### src/rtl/reset_seq_pkg.sv
// Shared state encoding and sizing helpers for the reset sequencer.
// Imported by the sequencer top and its synchronizer.
package reset_seq_pkg;

    typedef logic [2:0] state_t;

    localparam state_t HOLD    = 3'd0;
    localparam state_t GAP     = 3'd1;
    localparam state_t RELEASE = 3'd2;
    localparam state_t RUN     = 3'd3;
    localparam state_t DRAIN   = 3'd4;
    localparam state_t ACK     = 3'd5;

    function automatic int cnt_w(input int gap_cycles);
        return (gap_cycles < 1) ? 1 : $clog2(gap_cycles + 1);
    endfunction

    function automatic int idx_w(input int n_domains);
        return (n_domains <= 1) ? 1 : $clog2(n_domains);
    endfunction

endpackage

### src/rtl/reset_sync_chain.sv
// Reset deassertion synchronizer: async clear, release after
// SYNC_STAGES rising edges.
module reset_sync_chain
    import reset_seq_pkg::*;
#(
    parameter int SYNC_STAGES = 3
) (
    input  logic clk,
    input  logic rst_n,
    output logic rst_sync_n
);

    logic [SYNC_STAGES-1:0] sync_q;

    always_ff @(posedge clk or negedge rst_n) begin
        if (!rst_n) begin
            sync_q <= '0;
        end else begin
            sync_q <= {sync_q[SYNC_STAGES-2:0], 1'b1};
        end
    end

    assign rst_sync_n = sync_q[SYNC_STAGES-1];

endmodule

### src/rtl/reset_sequencer.sv
// Ordered multi-domain reset release with a software re-reset
// handshake; every output is a flop.
module reset_sequencer
    import reset_seq_pkg::*;
#(
    parameter int SYNC_STAGES = 3,
    parameter int N_DOMAINS   = 4,
    parameter int GAP_CYCLES  = 16
) (
    input  logic                 clk,
    input  logic                 rst_n,
    input  logic                 sw_rst_req,
    output logic                 sw_rst_ack,
    output logic [N_DOMAINS-1:0] dom_rst_n,
    output logic                 seq_done
);

    localparam int CW = cnt_w(GAP_CYCLES);
    localparam int IW = idx_w(N_DOMAINS);

    localparam logic [CW-1:0] CNT_LAST = CW'(GAP_CYCLES - 1);
    localparam logic [IW-1:0] IDX_LAST = IW'(N_DOMAINS - 1);

    logic          rst_sync_n;
    state_t        state;
    logic [CW-1:0] cnt;
    logic [IW-1:0] idx;

    reset_sync_chain #(
        .SYNC_STAGES (SYNC_STAGES)
    ) u_sync (
        .clk        (clk),
        .rst_n      (rst_n),
        .rst_sync_n (rst_sync_n)
    );

    always_ff @(posedge clk or negedge rst_n) begin
        if (!rst_n) begin
            state      <= HOLD;
            cnt        <= '0;
            idx        <= '0;
            dom_rst_n  <= '0;
            seq_done   <= 1'b0;
            sw_rst_ack <= 1'b0;
        end else begin
            unique case (state)
                HOLD: begin
                    if (rst_sync_n) begin
                        state <= GAP;
                        cnt   <= '0;
                        idx   <= '0;
                    end
                end
                GAP: begin
                    cnt <= cnt + CW'(1);
                    if (cnt == CNT_LAST) begin
                        state <= RELEASE;
                    end
                end
                RELEASE: begin
                    for (int k = 0; k < N_DOMAINS; k++) begin
                        if (idx == IW'(k)) begin
                            dom_rst_n[k] <= 1'b1;
                        end
                    end
                    if (idx == IDX_LAST) begin
                        state    <= RUN;
                        seq_done <= 1'b1;
                    end else begin
                        state <= GAP;
                        idx   <= idx + IW'(1);
                        cnt   <= '0;
                    end
                end
                RUN: begin
                    // Request is only honoured here; elsewhere it is dropped.
                    if (sw_rst_req) begin
                        state     <= DRAIN;
                        dom_rst_n <= '0;
                        seq_done  <= 1'b0;
                        cnt       <= '0;
                    end
                end
                DRAIN: begin
                    cnt <= cnt + CW'(1);
                    if (cnt == CNT_LAST) begin
                        state      <= ACK;
                        sw_rst_ack <= 1'b1;
                    end
                end
                ACK: begin
                    if (!sw_rst_req) begin
                        state      <= GAP;
                        sw_rst_ack <= 1'b0;
                        idx        <= '0;
                        cnt        <= '0;
                    end
                end
                default: begin
                    state <= HOLD;
                end
            endcase
        end
    end

endmodule

### config.mk
export PLATFORM = sky130hd
export DESIGN_NAME = reset_sequencer
export DESIGN_NICKNAME = d
export VERILOG_FILES = /design/src/rtl/reset_seq_pkg.sv /design/src/rtl/reset_sync_chain.sv /design/src/rtl/reset_sequencer.sv
export SDC_FILE = /design/constraint.sdc
export NUM_CORES = 1
export LEC_CHECK = 0
export CAP_MARGIN = 20
export CORE_AREA = 2 2 47 49
export DETAILED_ROUTE_END_ITERATION = 10
export DIE_AREA = 0 0 49 51
export GPL_ROUTABILITY_DRIVEN = 1
export HOLD_SLACK_MARGIN = 0.03
export MAX_ROUTING_LAYER = met4
export PLACE_DENSITY = 0.77
export SLEW_MARGIN = 0
export SYNTH_ARGS = -nofsm -noshare
export SYNTH_HDL_FRONTEND = slang
export SYNTH_SLANG_ARGS = --single-unit
export TNS_END_PERCENT = 20
### constraint.sdc
create_clock -name clk -period 1.4 [get_ports clk]
set_input_delay 0.28 -clock clk [delete_from_list [all_inputs] [get_ports clk]]
set_output_delay 0.28 -clock clk [all_outputs]
set_load 0.01 [all_outputs]
==> qor_table.md <==
| Group | Parameter | Reported |
| --- | --- | --- |
| power and ir drop | Static leakage | 0.0005444 µW |
| floorplan | Initial core utilization | 45.06% |
| final layout | Util after Layout | 55.55% |
| sta | Final Cycle Share | 111.1% |
| final layout | Non-filler cells, final | 142 |
| drt | Total wirelength of the detailed-routed design | 1690 µm |
| logic synthesis | Fraction of registers with async set/reset | 100.0% |
| logic synthesis | Synthesized area | 929.6 µm² |
| drt | Per-cell routed wire length | 11.90 µm |
| drt | Via Count | 716 |
| cts | Number of clock buffers inserted by TritonCTS | 3 |
| cts | Cell chosen for the clock root | sky130_fd_sc_hd__clkbuf_4 |
| setup path | Required @ worst endpoint | 1.59 ns |
| floorplan | Standard-cell rows | 17 |
| final layout | Fraction of layout cells with a size suffix above 1 | 18.42% |
| logic synthesis | Count of distinct cell types in the synthesized netlist | 30 |
| power and ir drop | Worst-case vdd ir drop | 0.7751 mV |
| sta | Final period demand of the worst path | 1.555 ns |
| cts | Htree depth | 1 |
| drt | Iteration count of the initial detailed-routing pass | 4 |
| final layout | Signed area change from the synthesized netlist to the final layout | 23.28% |
| floorplan | Die Span Y | 51 µm |
| sta | Setup TNS Final | -0.4919 ns |
| drt | Detailed-route vias per instance | 5.042 |
| logic synthesis | Leading area contributor after synthesis | sky130_fd_sc_hd__dfrtp_1 |
| setup path | Worst setup endpoint | cnt[3] |
| outcome | Outcome | finished with violations |
| floorplan | Die outline area | 2499 µm² |
| cts | CTS clk-pin slew, worst paths | 0.10 ns |
| logic synthesis | Number of flops mapped to enable cells by yosys | 0 |
| logic synthesis | Synthesized net count | 102 |
| hold path | Hold Crit Class | input port to async pin |
| floorplan | Placeable core region | 2063 µm² |
| setup path | Worst-path maximum fanout | 5 |
| placed design | Post-detailed-placement half-perimeter wirelength | 1322 µm |
| cts | Number of post-CTS setup repair buffers | 0 |
| setup path | FF-to-FF End | cnt[3] |
| sta | Final Hold Vio Count | 0 |
| sta | Maximum clock frequency | 0.6431 GHz |
| global route | GRT Util Overall | 17.09% |
| flow run | Max-cap viol count | 0 |
| sta | Unrepaired setup endpoints after global routing | true |
| logic synthesis | Count of mapped cells out of synthesis | 93 |
| setup path | Data arrival time at the worst-slack endpoint | 1.74 ns |
| floorplan | Die X | 49 µm |
| drt | Detail Route Antenna Nets | 0 |
| placed design | GP Congestion | 0.7810 |
| sta | Pins Over Slew Limit | 0 |
| placed design | Number of cells after detailed placement | 139 |
| global route | Number of global-route vias before repair | 692 |
| logic synthesis | Yosys warning total | 0 |
| placed design | Number of I/O port buffers | 8 |
| setup path | Launch point of the critical path | idx[1] |
| final layout | Number of nets in the final layout | 125 |
| final layout | Antenna fix cells | 0 |
| drt | Number of violations reported at the end of detailed-routing iteration 0 | 5 |
| setup path | Classification of the worst setup path | flip-flop to flip-flop |
| sta | Fin Clk Skew | 0.004720 ns |
| cts | Count of clock tree sinks | 18 |
| logic synthesis | Most instantiated flip-flop cell in the synthesis netlist | sky130_fd_sc_hd__dfrtp_1 |
| logic synthesis | Synth area leaders | sky130_fd_sc_hd__dfrtp_1 (48%), sky130_fd_sc_hd__ha_1 (8.1%), sky130_fd_sc_hd__a21oi_1 (5.9%), sky130_fd_sc_hd__mux2i_1 (3.2%), sky130_fd_sc_hd__o21ai_0 (2.7%) |
| logic synthesis | Post-synthesis sequential area ratio | 48.45% |
| setup path | R2r setup slk | -0.15 ns |
| cts | TritonCTS clock tree | yes |
| global route | Final global-route overflow total | 0 |
| logic synthesis | Fraction of post-synthesis cell area in the top cell type by area | 48.45% |
| power and ir drop | Power density over the cells | 1424 nW/µm² |
| global route | Maximum number of pins on one net before global-route repair | 19 |
| drt | DR DRC count | 0 |
| sta | Smallest setup slack after layout | -0.1549 ns |
| logic synthesis | Post-synthesis sequential element count | 18 |
| outcome | Violated checks | setup timing |
| logic synthesis | Average size of a mapped cell | 9.996 µm² |
| setup path | R2r worst-path depth | 5 |
| global route | Initial antenna violation count | 0 |
| floorplan | Number of top-level pins | 9 |
| sta | Number of setup violations in the final report | 5 |
| final layout | # fillers | 187 |
| setup path | Endpoint class of the critical path | flip-flop |
| setup path | Startpoint of the most critical register-to-register path | idx[1] |
| cts | Clk_lat worst skew | 0.30 ns |
| setup path | Setup crit start kind | flip-flop |
| cts | Clock tree buffer depth | 2 |
| placed design | Setup slack after placement | -0.3192 ns |
| global route | First-pass GRT wire length | 3146 µm |
## worst min-delay path by stage
| stage | slack [ns] | cells after the start | end |
|---|---|---|---|
| floorplan | -0.02 | 0 | cnt[0] |
| global placement | 0.33 | 0 | u_sync.sync_q[2] |
| detailed placement | 0.34 | 0 | u_sync.sync_q[2] |
| CTS | 0.32 | 2 | state[1] |
| global route | 0.30 | 2 | sw_rst_ack |
| finish | 0.30 | 2 | state[1] |
## cells in the mapped netlist (2+ instances only)
library cell               count
sky130_fd_sc_hd__o21ai_0       5
sky130_fd_sc_hd__nand2b_1      3
sky130_fd_sc_hd__nand3_1       2
sky130_fd_sc_hd__inv_1         6
sky130_fd_sc_hd__mux2i_1       3
sky130_fd_sc_hd__o22ai_1       2
sky130_fd_sc_hd__nor3_1        2
sky130_fd_sc_hd__buf_6         2
sky130_fd_sc_hd__dfrtp_1      18
sky130_fd_sc_hd__nor2_1        6
sky130_fd_sc_hd__o21ai_1       3
sky130_fd_sc_hd__nand2_1       6
sky130_fd_sc_hd__a21oi_1      11
sky130_fd_sc_hd__buf_4         2
sky130_fd_sc_hd__ha_1          6
sky130_fd_sc_hd__or2_1         2
## state kept, by name, summed over array words and instances, names as in the netlist
register and count:
dom_rst_n 4, state 3, sw_rst_ack 1, cnt 5, idx 2, u_sync.sync_q 3
## through the flow
stage                     power [µW]  hold slack, ns  instance area [µm²]
after global routing            1791          0.3008                 1146
after floorplan                 1138        -0.01559                932.1
final                           1632          0.3013                 1146
after detailed placement        1369          0.3396                 1115
after global placement          1329          0.3349                 1115
after CTS                       1621          0.3222                 1134
## timing repair
action,in CTS,in global routing
endpoints found under the setup margin,12,8
hold buffers,0,0
hold endpoints to repair,0,0
pin swaps,0,1
resized for setup,8,4
## final cells by class
cell class	count	area [µm²]	area share [%]
Sequential cell	18	450.4	39.30
Timing Repair Buffer	22	177.7	15.50
Clock buffer	3	22.52	1.965
Tap cell	28	35.03	3.057
Inverter	6	22.52	1.965
Multi-Input combinational cell	65	437.9	38.21
## cell usage in the layout (no fill, tap or decap), types with 4 or more instances in the layout
cell | synthesis | final
sky130_fd_sc_hd__buf_4 | 2 | 14
sky130_fd_sc_hd__ha_1 | 6 | 4
sky130_fd_sc_hd__dfrtp_1 | 18 | 18
sky130_fd_sc_hd__o21ai_1 | 3 | 6
sky130_fd_sc_hd__nand2_1 | 6 | 6
sky130_fd_sc_hd__a21oi_1 | 11 | 11
sky130_fd_sc_hd__dlygate4sd2_1 | 0 | 6
sky130_fd_sc_hd__inv_1 | 6 | 6
sky130_fd_sc_hd__nor2_1 | 6 | 6
## report_power, final
group          switching, µW  internal [µW]  leakage (µW)  total, µW
clock                    156            100     0.0000138        256
combinational            331            331      0.000302        662
sequential              88.3            626      0.000229        714
total                    575           1060      0.000544       1630
## routing by layer
| layer | share of wire, % | GRT usage (%) |
|---|---|---|
| met1 | 45 | 20.30 |
| met2 | 48 | 27.63 |
| met3 | 3.9 | 3.801 |
| met4 | 3.0 | 8.571 |
| met5 | 0 | - |
## critical path, stage by stage, from the launching register on
cell,delay [ns]
sky130_fd_sc_hd__dfrtp_1,0.40
sky130_fd_sc_hd__ha_2,0.19
sky130_fd_sc_hd__or2_1,0.22
sky130_fd_sc_hd__a221o_1,0.39
sky130_fd_sc_hd__o21ai_1,0.16
sky130_fd_sc_hd__o31ai_1,0.08
## cells by family (layout without fill, tap and decap cells)
logic type | count (synthesis) | in the layout | share of synthesized area, %
compound gates | 26 | 26 | 16.42
xor+xnor | 1 | 1 | 0.9423
fa+ha+maj | 6 | 6 | 8.075
buf+inv | 10 | 31 | 6.459
flops | 18 | 18 | 48.45
mux | 4 | 4 | 4.441
other cells | 1 | 1 | 0.4034
simple gates | 27 | 27 | 14.81
(Power assumes the default switching activity.)
